<file path="src/rtl/uart_pkg.sv">
// Shared definitions for the buffered UART transmitter: parity selector
// constants and the transmit FSM state type.
package uart_pkg;

  localparam int PARITY_EVEN = 0;
  localparam int PARITY_ODD  = 1;
  localparam int PARITY_NONE = 2;

  typedef enum logic [2:0] {
    IDLE,
    START,
    DATA,
    PARITY,
    STOP
  } tx_state_t;

endpackage

</file>
<file path="src/rtl/sync_fifo.sv">
// Single-clock FIFO with power-of-two depth. Pointers wrap naturally, and an
// explicit occupancy count (one bit wider than the pointers) tells full from
// empty. A push into a full FIFO and a pop from an empty FIFO are ignored.
module sync_fifo #(
  parameter int WIDTH = 8,
  parameter int DEPTH = 4,
  localparam int AW = $clog2(DEPTH)
) (
  input  logic             clk,
  input  logic             rst,
  input  logic [WIDTH-1:0] wr_data,
  input  logic             wr_en,
  input  logic             rd_en,
  output logic [WIDTH-1:0] rd_data,
  output logic [AW:0]      count,
  output logic             empty
);

  localparam logic [AW:0]   FULL_COUNT = (AW + 1)'(DEPTH);
  localparam logic [AW:0]   COUNT_ONE  = (AW + 1)'(1);
  localparam logic [AW-1:0] PTR_ONE    = AW'(1);

  logic [WIDTH-1:0] mem [DEPTH];
  logic [AW-1:0]    wr_ptr;
  logic [AW-1:0]    rd_ptr;
  logic             push;
  logic             pop;

  assign empty   = (count == '0);
  assign push    = wr_en && (count != FULL_COUNT);
  assign pop     = rd_en && !empty;
  assign rd_data = mem[rd_ptr];

  // Storage array: only accepted pushes write, so its contents need no reset.
  always_ff @(posedge clk) begin
    if (push) begin
      mem[wr_ptr] <= wr_data;
    end
  end

  // Pointers and occupancy; a simultaneous push and pop leaves the count as is.
  always_ff @(posedge clk or posedge rst) begin
    if (rst) begin
      wr_ptr <= '0;
      rd_ptr <= '0;
      count  <= '0;
    end else begin
      if (push) begin
        wr_ptr <= wr_ptr + PTR_ONE;
      end
      if (pop) begin
        rd_ptr <= rd_ptr + PTR_ONE;
      end
      case ({push, pop})
        2'b10:   count <= count + COUNT_ONE;
        2'b01:   count <= count - COUNT_ONE;
        default: count <= count;
      endcase
    end
  end

endmodule

</file>
<file path="src/rtl/uart_tx_buffered.sv">
// Buffered UART transmitter: words are queued in a small FIFO and sent as
// start / BITS_N data (LSB first) / optional parity / stop frames, back to back
// while the FIFO has data. Defining UART_TX_STATUS_EN adds the fifo_count_out
// and overflow_out status ports.
module uart_tx_buffered
  import uart_pkg::*;
#(
  parameter int CLKS_PER_BIT = 434,
  parameter int BITS_N       = 8,
  parameter int PARITY_TYPE  = 0,
  parameter int STOP_BITS    = 1,
  parameter int FIFO_DEPTH   = 4,
  localparam int AW = $clog2(FIFO_DEPTH)
) (
  input  logic              clk,
  input  logic              rst,
  input  logic [BITS_N-1:0] data_tx,
  input  logic              valid_in,
  output logic              ready_out,
  output logic              uart_out,
  output logic              busy_out
`ifdef UART_TX_STATUS_EN
  ,
  output logic [AW:0]       fifo_count_out,
  output logic              overflow_out
`endif
);

  localparam int TW = $clog2(STOP_BITS * CLKS_PER_BIT + 1);
  localparam int IW = $clog2(BITS_N);

  localparam logic [TW-1:0] BIT_LAST   = TW'(CLKS_PER_BIT - 1);
  localparam logic [TW-1:0] STOP_LAST  = TW'(STOP_BITS * CLKS_PER_BIT - 1);
  localparam logic [TW-1:0] TIMER_ONE  = TW'(1);
  localparam logic [IW-1:0] DATA_LAST  = IW'(BITS_N - 1);
  localparam logic [IW-1:0] IDX_ONE    = IW'(1);
  localparam logic [AW:0]   FULL_COUNT = (AW + 1)'(FIFO_DEPTH);
  localparam logic          ODD_FLIP   = (PARITY_TYPE == PARITY_ODD);
  localparam logic          HAS_PARITY = (PARITY_TYPE != PARITY_NONE);

  tx_state_t         state;
  tx_state_t         state_next;
  logic [TW-1:0]     timer;
  logic [TW-1:0]     timer_next;
  logic [IW-1:0]     bit_idx;
  logic [IW-1:0]     bit_idx_next;
  logic [BITS_N-1:0] shift;
  logic [BITS_N-1:0] shift_next;
  logic              par;
  logic              par_next;
  logic              line;
  logic              line_next;
  logic              pop;

  logic [BITS_N-1:0] head;
  logic [AW:0]       fifo_count;
  logic              fifo_empty;

  sync_fifo #(
    .WIDTH (BITS_N),
    .DEPTH (FIFO_DEPTH)
  ) u_fifo (
    .clk     (clk),
    .rst     (rst),
    .wr_data (data_tx),
    .wr_en   (valid_in),
    .rd_en   (pop),
    .rd_data (head),
    .count   (fifo_count),
    .empty   (fifo_empty)
  );

  // Ready depends only on the registered count, so a pop this cycle frees a
  // slot only from the next cycle on.
  assign ready_out = (fifo_count != FULL_COUNT);
  assign busy_out  = (state != IDLE) || !fifo_empty;
  assign uart_out  = line;

  // State, bit timer, shifter, parity bit and the registered serial line.
  always_ff @(posedge clk or posedge rst) begin
    if (rst) begin
      state   <= IDLE;
      timer   <= '0;
      bit_idx <= '0;
      shift   <= '0;
      par     <= 1'b0;
      line    <= 1'b1;
    end else begin
      state   <= state_next;
      timer   <= timer_next;
      bit_idx <= bit_idx_next;
      shift   <= shift_next;
      par     <= par_next;
      line    <= line_next;
    end
  end

  // Frame sequencing; the line level is derived from where the FSM goes next
  // so that uart_out changes exactly on the edge that enters each bit.
  always_comb begin
    state_next   = state;
    timer_next   = timer + TIMER_ONE;
    bit_idx_next = bit_idx;
    shift_next   = shift;
    par_next     = par;
    pop          = 1'b0;
    line_next    = 1'b1;

    case (state)
      IDLE: begin
        timer_next = '0;
        if (!fifo_empty) begin
          pop        = 1'b1;
          shift_next = head;
          par_next   = (^head) ^ ODD_FLIP;
          state_next = START;
        end
      end
      START: begin
        if (timer == BIT_LAST) begin
          timer_next   = '0;
          bit_idx_next = '0;
          state_next   = DATA;
        end
      end
      DATA: begin
        if (timer == BIT_LAST) begin
          timer_next = '0;
          shift_next = shift >> 1;
          if (bit_idx == DATA_LAST) begin
            state_next = HAS_PARITY ? PARITY : STOP;
          end else begin
            bit_idx_next = bit_idx + IDX_ONE;
          end
        end
      end
      PARITY: begin
        if (timer == BIT_LAST) begin
          timer_next = '0;
          state_next = STOP;
        end
      end
      STOP: begin
        if (timer == STOP_LAST) begin
          timer_next = '0;
          if (!fifo_empty) begin
            pop        = 1'b1;
            shift_next = head;
            par_next   = (^head) ^ ODD_FLIP;
            state_next = START;
          end else begin
            state_next = IDLE;
          end
        end
      end
      default: begin
        timer_next = '0;
        state_next = IDLE;
      end
    endcase

    case (state_next)
      START:   line_next = 1'b0;
      DATA:    line_next = shift_next[0];
      PARITY:  line_next = par_next;
      default: line_next = 1'b1;
    endcase
  end

`ifdef UART_TX_STATUS_EN
  assign fifo_count_out = fifo_count;

  // Sticky flag for any write offered while the FIFO was full.
  always_ff @(posedge clk or posedge rst) begin
    if (rst) begin
      overflow_out <= 1'b0;
    end else if (valid_in && !ready_out) begin
      overflow_out <= 1'b1;
    end
  end
`endif

endmodule

</file>
<file path="config.mk">
export PLATFORM = sky130hd
export DESIGN_NAME = uart_tx_buffered
export DESIGN_NICKNAME = d
export VERILOG_FILES = /design/src/rtl/uart_pkg.sv /design/src/rtl/sync_fifo.sv /design/src/rtl/uart_tx_buffered.sv
export SDC_FILE = /design/constraint.sdc
export NUM_CORES = 1
export LEC_CHECK = 0
export ABC_AREA = 1
export BUFFER_PORTS_ARGS = -buffer_cell sky130_fd_sc_hd__buf_4
export CAP_MARGIN = 20
export CORE_MARGIN = 3
export CORE_UTILIZATION = 36
export CTS_CLUSTER_DIAMETER = 60
export DETAILED_ROUTE_END_ITERATION = 6
export SLEW_MARGIN = 20
export SYNTH_ARGS = -nofsm -noshare
export SYNTH_HDL_FRONTEND = slang
export SYNTH_SLANG_ARGS = --single-unit
</file>
<file path="constraint.sdc">
create_clock -name clk -period 6.35 [get_ports clk]
set_input_delay 0.635 -clock clk [delete_from_list [all_inputs] [get_ports clk]]
set_output_delay 0.635 -clock clk [all_outputs]
set_load 0.005 [all_outputs]
</file>
# Yosys cells after proc, flatten, opt, wreduce, memory -nomap -nowiden
# Memories as Yosys holds them, arrays and structs flattened.
# Cells that the tools add are included.
# word_totals
regBits	32
ram_bits	32
input_bits	11
memories	1
# op_classes
n_addsub	6
eq_ne	16
mux	28
n_reduce_logical	14
# memory_table
name	depth	word_bits	read_ports	rd_ports_with_merged_regs	write_ports	line_no	rtl
u_fifo.mem	4	8	1	0	1	sync_fifo.sv:23	logic [WIDTH-1:0] mem [DEPTH];
# op_table
op	count
3-bit 2-to-1 mux	9
8-bit 2-to-1 mux	3
8-bit one-hot mux with 3 select lines	1
9-bit 2-to-1 mux	2
3-bit one-hot mux with 5 select lines	1
3-bit by 2-bit == test with 1-bit output (second input constant)	4
3-bit one-hot mux with 2 select lines	2
9-bit by 1-bit adder with 9-bit output (second input constant)	1
9-bit == test (second input constant)	1
2-bit inequality test (second input constant)	4
8-bit parity	1
1-bit 2-to-1 mux	7
3-bit by 1-bit adder with 3-bit output (second input constant)	2
3-bit by 1-bit == test with 1-bit output (second input constant)	2
3-bit == test (second input constant)	2
3-bit zero test	2
3-bit nonzero test	2
2-bit by 1-bit adder with 2-bit output (second input constant)	2
1-bit one-hot mux with 2 select lines	2
4-bit AND reduction	1
2-bit nonzero test	2
4-bit OR reduction	1
3-bit inequality test (second input constant)	1
1-bit one-hot mux with 3 select lines	1
7 further kinds	8

# Longest topological paths before layout
# Gate-level depths: netlist of run 1.
# logic_depth
ltp_word	7
depth_mapped	18

# By module
# A second synthesis of run 1 with hierarchy kept.
# unflattened
cells_unflattened	344
hier_area_um2	3245.6
# by_module_without_submodules
mod	n_inst	cells_each	area_per_inst_um2	seq_area_each_um2
sync_fifo	1	154	1736.7	1136.1
uart_tx_buffered	1	190	1508.9	626.9

# Worst setup path before layout of run 1
# OpenSTA, ideal clock, no wires.
# synth_timing
kind	register -> register
startpoint	register timer[1]
endpoint	register u_fifo.count[2]
setup_ns	0.131
arrival_ns	2.292
slack_ns	3.927
path_stages_with_launch	17
synth_period_minus_slack_ns	2.423
cell_sequence	dfrtp_1 > inv_1 > ha_1 > inv_1 > nor3_1 > nand3_1 > inv_1 > o21ai_1 > or2_1 > buf_6 > inv_1 > ha_1 > inv_1 > fa_1 > a21oi_1 > o21ai_0 > xor2_1
# synth_between
elab_chain_len	6
word_cells_on_any_way	8
# synth_rtl
item	line_no	rtl
from (decl)	uart_tx_buffered.sv:43	logic [TW-1:0] timer;
from (signal assigned)	uart_tx_buffered.sv:90	timer <= timer_next;
9-bit == test (*)	uart_tx_buffered.sv:144	if (timer == STOP_LAST) begin
1-bit 2-to-1 mux (*)	uart_tx_buffered.sv:144	
1-bit one-hot mux with 2 select lines (*)	uart_tx_buffered.sv:109	case (state)
1-bit logical AND (*)	sync_fifo.sv:31	assign pop = rd_en && !empty;
net u_fifo.pop	sync_fifo.sv:27	logic pop;
2-bit by 1-bit == test with 1-bit output or 2-bit == test (tied branches)	sync_fifo.sv:54	case ({push, pop})
3-bit one-hot mux with 2 select lines or 2-bit nonzero test (tied branches)	--	
to (signal assigned)	sync_fifo.sv:55	2'b10: count <= count + COUNT_ONE;
to (signal assigned)	sync_fifo.sv:56	2'b01: count <= count - COUNT_ONE;
to (signal assigned)	sync_fifo.sv:57	default: count <= count;
to (decl)	sync_fifo.sv:15	output logic [AW:0] count,
# The timed path passes the listed nets; every way through them passes the cells marked *.
# A chain may end at the register's enable or synchronous reset.

# Final worst setup path of run 1
# Same ends and word-level chain as after synthesis.

==> results of run 1 <==
routing by layer:
layer  part of all wire [%]  up-vias  wire length, um
li1                       -     1198                -
met1                     47     1103             2740
met2                     49       46             2840
met3                    3.5        4              203
met4                   0.36        0               21
met5                      0        -                0
critical path, stage by stage (launching register included):
cell	delay, ns
dfrtp_1	0.40
inv_1	0.06
ha_1	0.12
inv_1	0.05
nor3_1	0.14
nand3_1	0.09
inv_1	0.08
o21ai_1	0.10
or2_1	0.40
inv_1	0.12
ha_1	0.14
inv_1	0.06
fa_1	0.37
a21oi_1	0.14
o21ai_0	0.11
xor2_1	0.15
cells in the mapped netlist, types with 2 or more instances:
master / count
nand3_2: 3
nor3_2: 2
edfxtp_1: 32
nand2_1: 126
a21oi_1: 8
inv_1: 40
inv_2: 4
nor2_1: 18
xnor2_1: 2
buf_6: 4
nand3_1: 19
dfrtp_1: 31
o211ai_1: 7
o21ai_0: 8
xor2_1: 5
nor3_1: 8
nand2_2: 10
or2_2: 2
ha_1: 9
o21ai_1: 2
worst paths after layout:
check,end,cells after the start
max in group asynchronous,uart_out$_DFF_PP1_,3
hold / removal,timer[1]$_DFF_PP0_,3
setup reg to reg,u_fifo.count[2]$_DFFE_PP0P_,15
hold reg to reg,timer[0]$_DFF_PP0_,1
setup / recovery,u_fifo.count[2]$_DFFE_PP0P_,15
min in group clk,u_fifo.mem[2][5]$_DFFE_PP_,1
registers in the layout, indices dropped and copies added, names as in the netlist:
signal and flops:
bit_idx 3, par 1, shift 8, state 3, timer 9, u_fifo.count 3, u_fifo.mem 32, u_fifo.rd_ptr 2
u_fifo.wr_ptr 2, uart_out 1
cells by family (layout without fill, tap and decap cells):
group                    after synthesis  count (layout)  synth area share [%]
buffers and inverters                 52              76                  7.56
flip-flops                            64              64                  54.4
AO/OA/AOI/OAI                         32              32                  6.37
AND/OR/NAND/NOR                      193             193                  25.7
adder cells (fa/ha/maj)               10              10                  4.09
XOR/XNOR                               7               7                  1.89
through the flow:
step / setup slack (ns) / power [mW] / cells / instance area, um2 / hold WS (ns)
2_1_floorplan: 3.93 / 0.649 / 358 / 3240 / 0.457
6_report: 3.69 / 1.08 / 487 / 3640 / 0.383
3_3_place_gp: 3.74 / 0.696 / 471 / 3410 / 0.473
4_1_cts: 3.68 / 1.10 / 487 / 3640 / 0.400
3_5_place_dp: 3.69 / 0.702 / 471 / 3410 / 0.482
5_1_grt: 3.42 / 1.15 / 487 / 3640 / 0.436
cell type report:
type | count | area (um2)
Multi-Input combinational cell | 242 | 1230
Inverter | 46 | 178
Timing Repair Buffer | 14 | 105
Clock inverter | 7 | 104
Tap cell | 105 | 131
Fill cell | 806 | 4830
Sequential cell | 64 | 1760
Clock buffer | 9 | 124
power by group:
part	switching (mW)	internal [mW]
registers	0.0223	0.498
clock network	0.169	0.226
logic	0.113	0.0563
==> impl_results.md, run 1 <==
* Slew Viols, Final at 0
* First-pass GRT wire length at 10.1 mm
* Layout cells sized above 1 at 14.7%
* Most frequent cells in the layout: nand2_1 (126), inv_1 (40), edfxtp_1 (32)
* CTS Hold Bufs at 0
* Number of max-cap violations at 0
* Synth Net Count at 379
* Final hold violations at 0
* Synth Area per Inst at 9.06 um2
* Area leader, netlist: edfxtp_1
* # resized after CTS at 0
* Achievable frequency at 376 MHz
* Global-route met3 utilization at 3.94%
* Met1 usage in global routing at 15.9%
* I/O Pins at 14
* WL final at 5.80 mm
* Total GRT Usage at 12.6%
* Initial antenna violation count at 0
* HP Class: input port to asynchronous set/reset pin
* Nets at 398
* Crit. Startpoint: timer[1]$_DFF_PP0_
* Critical path startpoint category: register
* # clock sinks at 64
* Gr busiest metal: met2
* Worst Tran Pin Value at 0.851 ns
* Async S/R FF share, synth at 50.0%
* Port Buffers at 13
* Crit-path max FO at 12
* Outcome: finished, final reports clean
* Total power per unit cell area at 298 nW/um2
* Yosys warns at 0
* Unique masters post-synth at 38
* Vias in the first global route at 2218
* Top cells by area, synth: edfxtp_1 (30%), dfrtp_1 (24%), nand2_1 (15%)
* Critical Path AT at 2.88 ns
* Sequential area share after synthesis at 54.4%
* N_diodes at 0
* Total CTS buffers at 9
* Die area at 10200 um2
* Via density at 4.83
* R2r setup slk at 3.69 ns
* Largest net degree at the start of global routing at 33
* Worst Setup End Kind: register
* Starting Density at 38.3%
* Synth top area share at 29.6%
* Post-Syn Instances at 358
* Die H at 101 um
* Final GP Congestion at 0.780
* Routed Antenna Nets at 0
* TNS Setup at 0 ns
* Final HPWL DP at 4.11 mm
* Routed WL per cell at 11.9 um
* Die width at 101 um
* Post-CTS Setup Inserts at 0
* Met2 GRT Util at 20.6%
* Via count at 2351
* Prevailing post-synth register cell: edfxtp_1
* Drt initial violations at 86
* Area Growth Syn to Fin at 12.2%
* Commonest non-fill, non-tap cell in the layout: nand2_1
* CTS clk-pin slew, worst paths at 0.08 ns
* RSZ-0062 raised after global routing: false
* Tcrit/Tclk final at 41.9%
* #FFs+latches synth at 64
* Reg2reg start: timer[1]$_DFF_PP0_
* Worst path required time at 6.57 ns
* CTS tree: built
* Worst Clk Skew at 0.00622 ns
* Root Buffer: clkbuf_8
* Post-synth EDFFs at 32
* DRT Pass-1 Iters at 4
* # DRC at 0
* GRT Residual Overflow at 0
* Normalized max-slew margin at 43.0%
* Synthesized cell area at 3240 um2
* Worst-Skew Late Latency at 0.34 ns
* FP Rows at 33
* Bufs on Longest Clock Path at 2
* Share of the core filled with cells at 43.0%
* H-tree depth at 3
* Placeable Area at 8460 um2
* Leakage power at 1.69 nW
* Period minus WS final at 2.66 ns
* Worst vdd ir at 220 uV
* Endpoints failing setup at 0
* Crit path kind: register to register
No activity file was read; power rests on OpenSTA's default activity.
==> run 2, diff against run 1 <==
==> constraint.sdc (replaced) <==
create_clock -name clk -period 2.4 [get_ports clk]
set_input_delay 0.24 -clock clk [delete_from_list [all_inputs] [get_ports clk]]
set_output_delay 0.24 -clock clk [all_outputs]
set_load 0.005 [all_outputs]
==> impl_results.md, run 2 (same netlist as run 1, synthesis figures left out) <==
* Outcome: finished, final reports clean (unchanged)
* N_diodes at 0 (unchanged)
* CTS tree: built (unchanged)
* WL final at 5.94 mm (was 5.80 mm)
* Critical Path AT at 2.54 ns (was 2.88 ns)
* Slew Viols, Final at 0 (unchanged)
* Starting Density at 38.3% (unchanged)
* Crit-path max FO at 3 (was 12)
* Worst Clk Skew at 0.0113 ns (was 0.00622 ns)
* H-tree depth at 3 (unchanged)
* Vias in the first global route at 2372 (was 2218)
* Normalized max-slew margin at 64.2% (was 43.0%)
* GRT Residual Overflow at 0 (unchanged)
* Top reg by flops: u_fifo.mem (unchanged)
* Crit path setup slack, layout at 0.0804 ns (was 3.69 ns)
* Area Growth Syn to Fin at 16.5% (was 12.2%)
* Top flop regs: u_fifo.mem (32), timer (9), shift (8) (unchanged)
* # clock sinks at 64 (unchanged)
* Worst-Skew Late Latency at 0.34 ns (about the same)
* Final hold violations at 0 (unchanged)
* Total CTS buffers at 9 (unchanged)
* Worst path slowest cell: dfrtp_1 (unchanged)
* Worst vdd ir at 478 uV (was 220 uV)
* Initial antenna violation count at 0 (unchanged)
* Period minus WS final at 2.32 ns (was 2.66 ns)
* Drt initial violations at 72 (was 86)
* Buf/Inv on CP at 5 (unchanged)
* # DRC at 0 (unchanged)
* I/O Pins at 14 (unchanged)
* CP most frequent cell: inv_2 (was inv_1)
* CP peak stage delay at 0.38 ns (was 0.40 ns)
* Final GP Congestion at 0.832 (was 0.780)
* DRT Pass-1 Iters at 4 (unchanged)
* Worst Hold Slack at 0.0963 ns (was 0.383 ns)
* Layout cells sized above 1 at 19.2% (was 14.7%)
* RSZ-0062 raised after global routing: true (was false)
* Crit-path cells: inv_1, ha_1, inv_2, nor3_2, nand3_1, inv_2, o21ai_2, or2_1, inv_1, ha_2, inv_2, fa_2, a21oi_2, o21ai_2, xor2_1 (was inv_1, ha_1, inv_1, nor3_1, nand3_1, inv_1, o21ai_1, or2_1, inv_1, ha_1, inv_1, fa_1, a21oi_1, o21ai_0, xor2_1)
* Die area at 10200 um2 (unchanged)
* Worst Setup End Kind: register (unchanged)
* Fillers at 788 (was 806)
* Die H at 101 um (unchanged)
* Tcrit/Tclk final at 96.6% (was 41.9%)
* Via density at 4.77 (was 4.83)
* Number of max-cap violations at 0 (unchanged)
* Total power per unit cell area at 792 nW/um2 (was 298 nW/um2)
* Port Buffers at 13 (unchanged)
* Root Buffer: clkbuf_8 (unchanged)
* Via count at 2386 (was 2351)
* Max reg flops at 32 (unchanged)
* Commonest non-fill, non-tap cell in the layout: nand2_1 (unchanged)
* CTS clk-pin slew, worst paths at 0.08 ns (about the same)
* Share of the core filled with cells at 44.6% (was 43.0%)
* Post-CTS Setup Inserts at 0 (unchanged)
* Endpoints failing setup at 0 (unchanged)
* First-pass GRT wire length at 10.6 mm (was 10.1 mm)
* Critical path startpoint category: register (unchanged)
* Worst reg2reg path endpoint: u_fifo.count[2]$_DFFE_PP0P_ (unchanged)
* Bufs on Longest Clock Path at 2 (unchanged)
* Crit path kind: register to register (unchanged)
* Nets at 411 (was 398)
* Critical Path Stages at 15 (unchanged)
* CP endpoint: u_fifo.count[2]$_DFFE_PP0P_ (unchanged)
* R2R depth at 15 (unchanged)
* Routed Antenna Nets at 0 (unchanged)
* Storage cell area at 1760 um2 (unchanged)
* Most frequent cells in the layout: nand2_1 (126), inv_1 (37), edfxtp_1 (32) (was nand2_1 (126), inv_1 (40), edfxtp_1 (32))
* Routed WL per cell at 11.9 um (about the same)
* HP Class: input port to register (was input port to asynchronous set/reset pin)
* Multi-input gate area at 1250 um2 (was 1230 um2)
* Worst Tran Pin Value at 0.534 ns (was 0.851 ns)
* Leakage power at 1.77 nW (was 1.69 nW)
* Crit. Startpoint: timer[1]$_DFF_PP0_ (unchanged)
* Achievable frequency at 431 MHz (was 376 MHz)
* Total GRT Usage at 13.1% (was 12.6%)
* Critical path's top delay family: adder cells (unchanged)
* R2r setup slk at 0.08 ns (was 3.69 ns)
* Die width at 101 um (unchanged)
* Dpl ws at 0.0243 ns (was 3.69 ns)
* Placeable Area at 8460 um2 (unchanged)
* Worst path required time at 2.62 ns (was 6.57 ns)
* Tot Pwr at 2.99 mW (was 1.08 mW)
* Reg2reg start: timer[1]$_DFF_PP0_ (unchanged)
* Final HPWL DP at 4.24 mm (was 4.11 mm)
* Largest net degree at the start of global routing at 33 (unchanged)
* FP Rows at 33 (unchanged)
run 2: cell types whose count changed in the layout (fill, tap and decap cells not counted), moves of 2 or more:
cell	before	now
buf_4	14	26
inv_1	40	37
inv_2	4	7
inv_6	3	1
o21ai_2	1	3
run 2: what timing repair did:
item	4_1_cts	5_1_grt
hold buffers	1	0
endpoints found under the hold margin	2	0
resized for setup	0	8
endpoints found under the setup margin	0	2
run 2: power breakdown:
part | total [mW] | switching (mW) | leakage, nW | internal, mW
registers | 1.37 | 0.0587 | 0.682 | 1.32
logic | 0.494 | 0.307 | 0.963 | 0.187
clock network | 1.12 | 0.431 | 0.121 | 0.692
total | 2.99 | 0.797 | 1.77 | 2.19
run 2: worst reg2reg max path, delay by kind of cell (launching register included):
kind	cells	cell delay (ns)
fa+ha+maj	3	0.69
simple gates	3	0.43
flops	1	0.38
buf+inv	5	0.31
compound gates	3	0.29
xor+xnor	1	0.14
run 2: worst min path at each step:
stage	startpoint	to	slack (ns)	cells past startpoint
after floorplan	data_tx[0]	u_fifo.mem[0][0]$_DFFE_PP_	0.34	0
after global placement	rst	u_fifo.rd_ptr[0]$_DFFE_PP0P_	0.38	3
after detailed placement	rst	u_fifo.rd_ptr[0]$_DFFE_PP0P_	0.38	3
after CTS	data_tx[5]	u_fifo.mem[2][5]$_DFFE_PP_	0.07	1
after global routing	data_tx[4]	u_fifo.mem[0][4]$_DFFE_PP_	0.08	1
final	data_tx[7]	u_fifo.mem[0][7]$_DFFE_PP_	0.1	1
run 2: per-layer routing:
metal | wire length [um] | global-route usage, % | vias to the layer above
met2 | 2820 | 21.9 | 34
met1 | 2850 | 16.4 | 1128
met3 | 221 | 3.74 | 5
li1 | - | - | 1219
met5 | 0 | 0 | -
met4 | 55 | 3.99 | 0
run 2: layout make-up:
type / count / area share [%]
flip-flops and latches: 64 / 46.7
multi-input cells: 242 / 33.2
repair buffers: 27 / 5.43
inverters: 46 / 4.71
well taps: 105 / 3.48
clock buffers: 9 / 3.28
clock inverters: 7 / 3.18
run 2: metrics by stage:
step	instance area, um2	instances	setup TNS (ns)
after floorplan	3240	358	0
after global placement	3500	483	0
after detailed placement	3500	483	0
after CTS	3760	500	0
after global routing	3780	500	-0.0776
final	3780	500	0
==> run 3, diff against run 2 <==
--- a/config.mk
+++ b/config.mk
@@ -5,13 +5,16 @@
 export SDC_FILE = /design/constraint.sdc
 export NUM_CORES = 1
 export LEC_CHECK = 0
-export ABC_AREA = 1
 export BUFFER_PORTS_ARGS = -buffer_cell sky130_fd_sc_hd__buf_4
 export CAP_MARGIN = 20
+export CELL_PAD_IN_SITES_DETAIL_PLACEMENT = 0
+export CELL_PAD_IN_SITES_GLOBAL_PLACEMENT = 2
+export CORE_ASPECT_RATIO = 1.5
 export CORE_MARGIN = 3
 export CORE_UTILIZATION = 36
 export CTS_CLUSTER_DIAMETER = 60
 export DETAILED_ROUTE_END_ITERATION = 6
+export PLACE_DENSITY_LB_ADDON = 0.1
 export SLEW_MARGIN = 20
 export SYNTH_ARGS = -nofsm -noshare
 export SYNTH_HDL_FRONTEND = slang
==> impl_results.md, run 3 <==
* Synth Area per Inst at 13.6 um2 (was 9.06 um2)
* #FFs+latches synth at 64 (unchanged)
* Die area at 9130 um2 (was 10200 um2)
* Initial antenna violation count at 0 (unchanged)
* Filler-free cell count of the finished design at 346 (was 500)
* Number of max-cap violations at 0 (unchanged)
* Critical Path AT at 2.47 ns (was 2.54 ns)
* Leakage power at 1.41 nW (was 1.77 nW)
* Top-count cell post-synth: edfxtp_1 (was nand2_1)
* H-tree depth at 3 (unchanged)
* Starting Density at 37.3% (was 38.3%)
* CTS Hold Bufs at 0 (was 1)
* Commonest non-fill, non-tap cell in the layout: edfxtp_1 (was nand2_1)
* HP Class: input port to asynchronous set/reset pin (was input port to register)
* Outcome: finished, final reports clean (unchanged)
* Slew Viols, Final at 0 (unchanged)
* Tot Pwr at 3.25 mW (was 2.99 mW)
* Worst-Skew Late Latency at 0.32 ns (was 0.34 ns)
* Worst Clk Skew at 0.00435 ns (was 0.0113 ns)
* Worst path required time at 2.64 ns (was 2.62 ns)
* # clock sinks at 64 (unchanged)
* Bufs on Longest Clock Path at 2 (unchanged)
* Area leader, netlist: edfxtp_1 (unchanged)
* Max reg flops at 32 (unchanged)
* Yosys warns at 0 (unchanged)
* Share of the core filled with cells at 45.4% (was 44.6%)
* WL final at 5.32 mm (was 5.94 mm)
* Total GRT Usage at 13.7% (was 13.1%)
* FP Rows at 39 (was 33)
* Area Growth Syn to Fin at 21.5% (was 16.5%)
* I/O Pins at 14 (unchanged)
* Layout cells sized above 1 at 21.3% (was 19.2%)
* Post-Syn Instances at 212 (was 358)
* Largest net degree at the start of global routing at 18 (was 33)
* Worst Hold Slack at 0.0446 ns (was 0.0963 ns)
* Critical path startpoint category: register (unchanged)
* DRT Pass-1 Iters at 4 (unchanged)
* Period minus WS final at 2.23 ns (was 2.32 ns)
* GRT Residual Overflow at 0 (unchanged)
* # DRC at 0 (unchanged)
* Prevailing post-synth register cell: edfxtp_1 (unchanged)
* Achievable frequency at 448 MHz (was 431 MHz)
* Routed WL per cell at 15.4 um (was 11.9 um)
* Port Buffers at 13 (unchanged)
* CP peak stage delay at 0.40 ns (was 0.38 ns)
* CTS tree: built (unchanged)
* Most frequent cells in the layout: edfxtp_1 (32), dfrtp_1 (31), buf_4 (22) (was nand2_1 (126), inv_1 (37), edfxtp_1 (32))
* Total power per unit cell area at 930 nW/um2 (was 792 nW/um2)
* Die H at 116 um (was 101 um)
* Via count at 1729 (was 2386)
* # resized after CTS at 0 (unchanged)
* Final HPWL DP at 3.99 mm (was 4.24 mm)
* Total CTS buffers at 9 (unchanged)
* First-pass GRT wire length at 9.47 mm (was 10.6 mm)
* Synth Net Count at 233 (was 379)
* CTS clk-pin slew, worst paths at 0.05 ns (was 0.08 ns)
* Placeable Area at 7710 um2 (was 8460 um2)
* TNS Setup at 0 ns (unchanged)
* Top reg by flops: u_fifo.mem (unchanged)
* Dpl ws at 0.0770 ns (was 0.0243 ns)
* Root Buffer: clkbuf_16 (was clkbuf_8)
* Crit-path cells: inv_1, ha_1, and4_2, nand2_4, a21oi_4, ha_2, inv_1, fa_1, xor2_1, nor2_1, xor2_1 (was inv_1, ha_1, inv_2, nor3_2, nand3_1, inv_2, o21ai_2, or2_1, inv_1, ha_2, inv_2, fa_2, a21oi_2, o21ai_2, xor2_1)
* Unique masters post-synth at 40 (was 38)
* Top flop regs: u_fifo.mem (32), timer (9), shift (8) (unchanged)
* Drt initial violations at 104 (was 72)
* Fillers at 727 (was 788)
* Routed Antenna Nets at 0 (unchanged)
* Crit-path max FO at 4 (was 3)
* Crit path kind: register to register (unchanged)
* Synth top cells by count: edfxtp_1 (32), dfrtp_1 (31), inv_1 (21) (was nand2_1 (126), inv_1 (40), edfxtp_1 (32))
* Endpoints failing setup at 0 (unchanged)
* Synth top area share at 33.4% (was 29.6%)
* Final Cell Area at 3500 um2 (was 3780 um2)
* Post-synth EDFFs at 32 (unchanged)
* Post-CTS Setup Inserts at 0 (unchanged)
* Async S/R FF share, synth at 50.0% (unchanged)
* Worst vdd ir at 526 uV (was 478 uV)
* Worst Tran Pin Value at 0.721 ns (was 0.534 ns)
* Sequential area share after synthesis at 61.2% (was 54.4%)
* Crit path setup slack, layout at 0.168 ns (was 0.0804 ns)
* Placed Area at 3150 um2 (was 3500 um2)
* Vias in the first global route at 1923 (was 2372)
* Tcrit/Tclk final at 93.0% (was 96.6%)
* Die width at 79.0 um (was 101 um)
* Normalized max-slew margin at 51.9% (was 64.2%)
* N_diodes at 0 (unchanged)
* Final GP Congestion at 0.739 (was 0.832)
* Final hold violations at 0 (unchanged)
* Synthesized cell area at 2880 um2 (was 3240 um2)
* Nets at 260 (was 411)
* Worst Setup End Kind: register (unchanged)
* Worst path slowest cell: dfrtp_1 (unchanged)
* Via density at 5.00 (was 4.77)
* Dpl cells at 330 (was 483)
* Top cells by area, synth: edfxtp_1 (33%), dfrtp_1 (27%), mux4_2 (6.3%) (was edfxtp_1 (30%), dfrtp_1 (24%), nand2_1 (15%))
==> run 3: cell count changes in the layout (fill, tap and decap cells not counted), moves of 5 or more <==
| cell | delta |
|---|---|
| inv_2 | -7 |
| and3_1 | +5 |
| inv_1 | -16 |
| clkbuf_16 | +9 |
| xnor2_1 | +15 |
| nand2_2 | -10 |
| mux4_2 | +8 |
| nand2_1 | -116 |
| nand3_1 | -10 |
| o21ai_0 | -5 |
| a222oi_1 | +6 |
| o211ai_1 | -7 |
| nor3_1 | -5 |
| clkbuf_8 | -9 |
==> run 3: power by group <==
group          switching [mW]  internal, mW
logic                   0.254         0.182
clock network           0.431          1.00
registers              0.0586          1.32
==> run 3: cell families after synthesis <==
group / count (synthesis) / synth area share [%]
AO/OA/AOI/OAI: 24 / 6.52
XOR/XNOR: 22 / 6.69
adder cells (fa/ha/maj): 11 / 5.00
buffers and inverters: 27 / 3.61
flip-flops: 64 / 61.2
multiplexers: 11 / 7.30
AND/OR/NAND/NOR: 53 / 9.65
==> run 3: critical path, delay by kind of cell, from the launching register on <==
kind	cells	cell delay, ns
adders and majority gates	3	0.69
and+or+nand+nor	3	0.47
DFF	1	0.40
xor gates and xnor gates	2	0.30
AOI/OAI and AO/OA	1	0.17
buffers and inverters	2	0.11
==> run 3: final timing paths <==
| kind | from | to | slack [ns] | cells past startpoint |
|---|---|---|---|---|
| max reg2reg | timer[1]$_DFF_PP0_ | u_fifo.count[2]$_DFFE_PP0P_ | 0.17 | 11 |
| max in group asynchronous | rst | u_fifo.count[1]$_DFFE_PP0P_ | 1.66 | 3 |
| max | timer[1]$_DFF_PP0_ | u_fifo.count[2]$_DFFE_PP0P_ | 0.17 | 11 |
| min | rst | u_fifo.wr_ptr[1]$_DFFE_PP0P_ | 0.04 | 2 |
| min in group clk | data_tx[6] | u_fifo.mem[2][6]$_DFFE_PP_ | 0.12 | 1 |
| min reg2reg | bit_idx[0]$_DFFE_PP0P_ | bit_idx[0]$_DFFE_PP0P_ | 0.48 | 1 |
==> run 3: layout make-up <==
cell class	count	area, um2	share of cell area, %
clock buffer	9	225	6.44
clock inverter	7	110	3.15
inverter	21	78.8	2.25
multi-input combinational	121	1030	29.4
sequential	64	1760	50.4
tap	102	128	3.65
timing repair buffer	22	165	4.72
==> run 3: metal layers <==
| layer | part of all wire (%) | global-route usage [%] |
|---|---|---|
| met2 | 56 | 25.0 |
| met3 | 3.5 | 2.88 |
| met1 | 38 | 14.7 |
| met5 | 0 | 0 |
| met4 | 2.7 | 7.11 |
